**src/rtl/cpu_mc.sv**
```systemverilog
// Multi-cycle accumulator processor: FETCH/DECODE/EXEC sequencing over an external
// synchronous instruction ROM, with internal data RAM, memory-mapped output ports and single-step.
module cpu_mc #(
  parameter int WORD_W  = 8,
  parameter int OP_W    = 3,
  parameter int NUM_OUT = 2
) (
  input  logic                      clock,
  input  logic                      n_reset,
  input  logic [WORD_W-1:0]         switches,
  output logic [WORD_W-OP_W-1:0]    imem_addr,
  input  logic [WORD_W-1:0]         imem_rdata,
  input  logic                      step_mode,
  input  logic                      step,
  output logic [NUM_OUT*WORD_W-1:0] out_data,
  output logic                      halted,
  output logic [WORD_W-OP_W-1:0]    pc_out
);

  localparam int A         = WORD_W - OP_W;
  localparam int RAM_DEPTH = (1 << A) - 1 - NUM_OUT;

  localparam logic [A-1:0] SW_ADDR = {A{1'b1}};
  localparam logic [A-1:0] RAM_TOP = A'(RAM_DEPTH);

  typedef enum logic [1:0] {
    FETCH  = 2'd0,
    DECODE = 2'd1,
    EXEC   = 2'd2,
    HALTED = 2'd3
  } state_t;

  typedef enum logic [2:0] {
    OP_LOAD  = 3'd0,
    OP_STORE = 3'd1,
    OP_ADD   = 3'd2,
    OP_SUB   = 3'd3,
    OP_LOADI = 3'd4,
    OP_BNE   = 3'd5,
    OP_BR    = 3'd6,
    OP_HALT  = 3'd7
  } op_t;

  state_t state, state_next;

  logic [A-1:0]      pc;
  logic [WORD_W-1:0] acc;
  logic              z;
  logic [WORD_W-1:0] ir;
  logic [WORD_W-1:0] out_reg [NUM_OUT];
  logic [WORD_W-1:0] ram     [RAM_DEPTH];

  logic [OP_W-1:0]   opcode;
  logic [A-1:0]      operand;
  op_t               op;
  logic              op_nop;

  logic [WORD_W-1:0] mem_rdata;
  logic [WORD_W-1:0] acc_next;
  logic              acc_we;
  logic              br_taken;
  logic              store_en;

  assign opcode  = ir[WORD_W-1 -: OP_W];
  assign operand = ir[A-1:0];
  assign op      = op_t'(opcode[2:0]);
  // Wider opcode fields reserve their upper encodings; those execute as NOP.
  assign op_nop  = (opcode >> 3) != '0;

  // ---------------------------------------------------------------- FSM
  // NOTE: sequential state uses non-blocking (<=) so every register samples
  // pre-edge values; blocking here would create order-dependent races.
  always_ff @(posedge clock) begin
    if (!n_reset) state <= FETCH;
    else          state <= state_next;
  end

  always_comb begin
    state_next = state;
    unique case (state)
      FETCH:   if (!(step_mode && !step)) state_next = DECODE;
      DECODE:  state_next = EXEC;
      EXEC:    state_next = (!op_nop && op == OP_HALT) ? HALTED : FETCH;
      HALTED:  state_next = HALTED;
      default: state_next = FETCH;
    endcase
  end

  always_comb begin
    halted    = (state == HALTED);
    imem_addr = pc;
    pc_out    = pc;
  end

  // ---------------------------------------------------------------- operand read
  // NOTE: every combinational output gets a default first so no path leaves
  // it unassigned, which would infer a latch.
  always_comb begin
    mem_rdata = '0;
    if (operand == SW_ADDR) begin
      mem_rdata = switches;
    end else if (operand < RAM_TOP) begin
      mem_rdata = ram[operand];
    end else begin
      for (int k = 0; k < NUM_OUT; k++) begin
        if (operand == SW_ADDR - A'(k + 1)) mem_rdata = out_reg[k];
      end
    end
  end

  // ---------------------------------------------------------------- execute
  always_comb begin
    acc_we   = 1'b0;
    acc_next = acc;
    br_taken = 1'b0;
    store_en = 1'b0;
    if (state == EXEC && !op_nop) begin
      case (op)
        OP_LOAD:  begin acc_we = 1'b1; acc_next = mem_rdata;       end
        OP_STORE: store_en = 1'b1;
        OP_ADD:   begin acc_we = 1'b1; acc_next = acc + mem_rdata; end
        OP_SUB:   begin acc_we = 1'b1; acc_next = acc - mem_rdata; end
        OP_LOADI: begin acc_we = 1'b1; acc_next = {{OP_W{1'b0}}, operand}; end
        OP_BNE:   br_taken = !z;
        OP_BR:    br_taken = 1'b1;
        default:  ;
      endcase
    end
  end

  always_ff @(posedge clock) begin
    if (!n_reset) begin
      pc  <= '0;
      acc <= '0;
      z   <= 1'b1;
      ir  <= '0;
      for (int k = 0; k < NUM_OUT; k++) out_reg[k] <= '0;
    end else begin
      if (state == DECODE) begin
        ir <= imem_rdata;
        pc <= pc + 1'b1;
      end
      if (br_taken) pc <= operand;
      if (acc_we) begin
        acc <= acc_next;
        z   <= (acc_next == '0);
      end
      if (store_en) begin
        for (int k = 0; k < NUM_OUT; k++) begin
          if (operand == SW_ADDR - A'(k + 1)) out_reg[k] <= acc;
        end
      end
    end
  end

  // NOTE: the RAM array has no reset; only the write is gated so a store
  // in flight during reset never commits, while contents survive reset.
  always_ff @(posedge clock) begin
    if (n_reset && store_en && operand < RAM_TOP) ram[operand] <= acc;
  end

  for (genvar k = 0; k < NUM_OUT; k++) begin : g_out
    assign out_data[k*WORD_W +: WORD_W] = out_reg[k];
  end

endmodule

```
**config.mk**
```make
export PLATFORM = sky130hd
export DESIGN_NAME = cpu_mc
export DESIGN_NICKNAME = d
export VERILOG_FILES = /design/src/rtl/cpu_mc.sv
export SDC_FILE = /design/constraint.sdc
export NUM_CORES = 1
export LEC_CHECK = 0
export ABC_CLOCK_PERIOD_IN_PS = 7200
export CORE_MARGIN = 4
export CORE_UTILIZATION = 60
export CTS_BUF_LIST = sky130_fd_sc_hd__clkbuf_16
export CTS_CLUSTER_DIAMETER = 60
export CTS_CLUSTER_SIZE = 12
export DETAILED_ROUTE_END_ITERATION = 6
export PLACE_DENSITY_LB_ADDON = 0.05
export SLEW_MARGIN = 20
export SYNTH_ARGS = -nofsm -noshare
export SYNTH_HDL_FRONTEND = slang
export SYNTH_SLANG_ARGS = --single-unit
```
**constraint.sdc**
```tcl
create_clock -name clock -period 7.2 [get_ports clock]
set_input_delay 1.8 -clock clock [delete_from_list [all_inputs] [get_ports clock]]
set_output_delay 1.8 -clock clock [all_outputs]
set_load 0.01 [all_outputs]
```
==> metrics.md <==
| Metric | Value |
|---|---|
| Mapped cell area | `12020 µm²` |
| Most common cell on crit path | `nor2_1` |
| Number of levels in the clock H-tree | `1` |
| Category of the most critical setup path | `reg -> reg` |
| Clock latency reported for the late side of the worst-skew pair | `0.56 ns` |
| Maximum Capacitance Violations | `0` |
| Synth cell types | `74` |
| Die Wd | `149.6 µm` |
| Port Buffers | `46` |
| Synthesis warning total | `0` |
| Top Usage Layer GRT | `met2` |
| Final Max Tran Viols | `0` |
| Avg Inst Size Synth | `14.99 µm²` |
| Clock buffers created by TritonCTS | `28` |
| Reported leakage power | `4.348 nW` |
| Antenna-violating nets left | `0` |
| Vias per cell | `6.431` |
| Clock-pin slew reported for the worst setup and hold paths after clock tree synthesis | `0.06 ns` |
| Maximum fanout count along the critical path | `31` |
| Synthesized Nets | `832` |
| Place WS | `2.039 ns` |
| Number of register bits inferred by synthesis | `277` |
| Hold Crit Class | `reg -> reg` |
| Effective utilization at floorplan | `61.37%` |
| Post-synth EDFFs | `248` |
| Met2 track utilization from global routing | `44.82%` |
| Number of fill cells in the layout | `1349` |
| Largest net degree at the start of global routing | `34` |
| Post-detail-place hpwl | `19.32 mm` |
| Required @ worst endpoint | `7.67 ns` |
| Setup Skew | `0.02540 ns` |
| Antenna violations before repair | `0` |
| Number of cell rows | `51` |
| Final Critical Period | `5.141 ns` |
| First-iteration detailed-routing DRC count | `854` |
| Detail-routed net length per standard cell | `26.19 µm` |
| Layout cell share with drive strength beyond 1 | `12.18%` |
| Wire length of the first global-routing pass | `45.87 mm` |
| Transition at the pin with the smallest max-transition slack | `0.9356 ns` |
| Setup repair after global routing missed its margin | `false` |
| Worst EP arrival | `5.61 ns` |
| Power per standard cell area | `256.1 nW/µm²` |
| Depth of the worst register-to-register path | `19` |
| Final critical-path share of the clock period | `71.40%` |
| Final setup vio count | `0` |
| Setup fix buffers added after clock tree synthesis | `0` |
| Layout-stage area growth over the synthesis result | `12.18%` |
| Status | `finished clean` |
| Gate count after technology mapping | `802` |
| Crit end category | `flop` |
| Worst Setup Slack, final | `2.059 ns` |
| Maximum ir drop on the vdd rail | `0.0002127 V` |
| Storage element area | `8033 µm²` |
| Number of global-route vias before repair | `7388` |
| Vert. Die Dim | `149.6 µm` |
| Worst Setup Start Kind | `flop` |
| Hold Fails Final Rpt | `0` |
| Count of hold buffers inserted by post-cts repair | `0` |
| Core Region | `19590 µm²` |
| DRC | `0` |
| Cts repair resizes | `0` |
| Multi-input combinational cell area | `3684 µm²` |
| Number of nets in the finished design | `878` |
| Capture point of the critical path | `z` |
| Flip-flop count of the largest register, all copies and words added | `232` |
| Critical path's top delay family | `compound AO/OA/AOI/OAI gates` |
| CTS tree | `built` |
| Summed negative setup slack over all endpoints | `0 ns` |
| Worst reg-to-reg setup slack | `2.06 ns` |
| Clock Tree Root | `clkbuf_16` |
| GR Layer Usage met3 | `4.210%` |
| Overall global routing resource usage | `27.46%` |
| Sequential area share after synthesis | `66.77%` |
| Number of antenna cells inserted | `0` |
| Remaining Overflow, GRT | `0` |
| Met1 Resource Use GR | `39.88%` |
| Routability congestion estimate | `0.8975` |
| Overall routed net length | `29.73 mm` |
| Critical-path cell with the highest stage delay | `dfxtp_2` |
| Cells along the critical path | `buf_4 > inv_2 > a311oi_1 > o221ai_1 > nor2_2 > ha_1 > nor2_1 > a21oi_1 > inv_1 > ha_1 > nor2b_1 > o21a_1 > nor2_1 > xnor2_1 > a221oi_1 > o2111ai_1 > nor2_1 > nand4bb_1 > o211ai_2` |
| Vias post-DR | `7299` |
| Worst-case clock buffer depth | `3` |
| CP max stage delay | `0.92 ns` |
| Number of top-level pins | `47` |
| Post-synth ARST share | `0%` |
| Count of clock tree sinks | `277` |
| Number of iterations in the first detailed-routing pass | `5` |
| Endpoint of the lowest-slack register-to-register path | `z` |
| Logic depth of the worst setup path including buffers | `19` |
| F_max | `0.1945 GHz` |
| Most used flip-flop cell after synthesis | `edfxtp_1` |
| Slew margin rel. | `37.63%` |
| Total buffers and inverters traversed by the critical path | `3` |
| Die Footprint | `22370 µm²` |
## power breakdown
part	leakage, nW	switching, W	total [W]	internal (W)
clock	0.466	0.000590	0.00130	0.000707
sequential	2.52	0.0000333	0.00180	0.00177
combinational	1.36	0.000212	0.000356	0.000143
## final cells by class
| type | instances | share of cell area (%) |
|---|---|---|
| Tap cell | 265 | 2.458 |
| Clock buffer | 28 | 5.195 |
| Timing Repair Buffer | 60 | 4.193 |
| Clock inverter | 24 | 0.9463 |
| Multi-Input combinational cell | 469 | 27.31 |
| Inverter | 12 | 0.3340 |
| Sequential cell | 277 | 59.56 |
## worst min-delay path by stage
stage	start	endpoint	slack [ns]	depth (start not counted)
2_1_floorplan	z	z	0.43	2
3_3_place_gp	z	z	0.49	2
3_5_place_dp	z	z	0.48	2
4_1_cts	z	z	0.50	2
5_1_grt	z	z	0.55	2
6_report	z	z	0.51	2
## synth_stat cells (13+ instances only)
cell type,instances,area [µm²]
o21ai_0,25,125.1
mux2i_1,54,540.5
mux4_2,30,675.7
a21oi_1,21,105.1
and2_1,14,87.58
nand2b_1,14,87.58
nand2_1,45,168.9
clkbuf_1,16,60.06
dfxtp_1,29,580.6
a21boi_0,13,97.59
edfxtp_1,248,7447
nor2_1,64,240.2
nor2b_1,15,93.84
buf_2,14,70.07
## cell families after synthesis
family / after synthesis / synth area share [%]
flip-flops: 277 / 66.77
AO/OA/AOI/OAI: 142 / 8.752
buffers and inverters: 56 / 2.591
AND/OR/NAND/NOR: 212 / 8.940
multiplexers: 92 / 10.90
adder cells (fa/ha/maj): 10 / 1.103
XOR/XNOR: 13 / 0.9470
## per-stage QoR
stage	hold slack (ns)	instances	instance area (µm²)	total power, W	utilization, %
finish	0.5089	1135	13490	0.003454	68.84
global route	0.5464	1135	13490	0.003574	68.84
CTS	0.5032	1135	13490	0.003460	68.84
detailed placement	0.4820	1083	12660	0.002184	64.61
global placement	0.4858	1083	12660	0.002178	64.61
floorplan	0.4292	802	12020	0.002067	-
## placed cells by master, fill, tap and decap left out, types with 4 or more instances in the layout
| cell | netlist | final |
|---|---|---|
| a21boi_0 | 13 | 13 |
| a21oi_1 | 21 | 21 |
| a221oi_1 | 8 | 8 |
| a22oi_1 | 10 | 10 |
| a31oi_1 | 7 | 7 |
| and2_1 | 14 | 14 |
| and3_1 | 6 | 6 |
| buf_4 | 8 | 14 |
| clkbuf_16 | 0 | 28 |
| clkdlybuf4s50_1 | 0 | 46 |
| dfxtp_1 | 29 | 25 |
| dfxtp_2 | 0 | 4 |
| edfxtp_1 | 248 | 248 |
| ha_1 | 9 | 9 |
| inv_1 | 9 | 27 |
| mux2_2 | 6 | 6 |
| mux2i_1 | 54 | 54 |
| mux4_2 | 30 | 30 |
| nand2_1 | 45 | 45 |
| nand2b_1 | 14 | 14 |
| nand3_1 | 12 | 12 |
| nand3b_1 | 5 | 5 |
| nor2_1 | 64 | 64 |
| nor2b_1 | 15 | 15 |
| nor3_1 | 11 | 11 |
| nor3b_1 | 5 | 5 |
| o2111ai_1 | 4 | 4 |
| o211ai_1 | 5 | 5 |
| o21ai_0 | 25 | 23 |
| o21ai_1 | 3 | 5 |
| o221ai_1 | 7 | 7 |
| o22ai_1 | 7 | 7 |
| xnor2_1 | 8 | 8 |
| xor2_1 | 5 | 5 |
## tightest hold or removal path, cell delays in order (launching register included)
cell      delay (ns)
dfxtp_1         0.35
nand2_1         0.07
o211ai_2        0.06
## routing by layer
| layer | share of wire (%) | routed length, µm |
|---|---|---|
| met1 | 42 | 12380 |
| met2 | 48 | 14230 |
| met3 | 8.4 | 2498 |
| met4 | 2.1 | 629 |
| met5 | 0 | 0 |
Power figures use the tool's default switching activity.
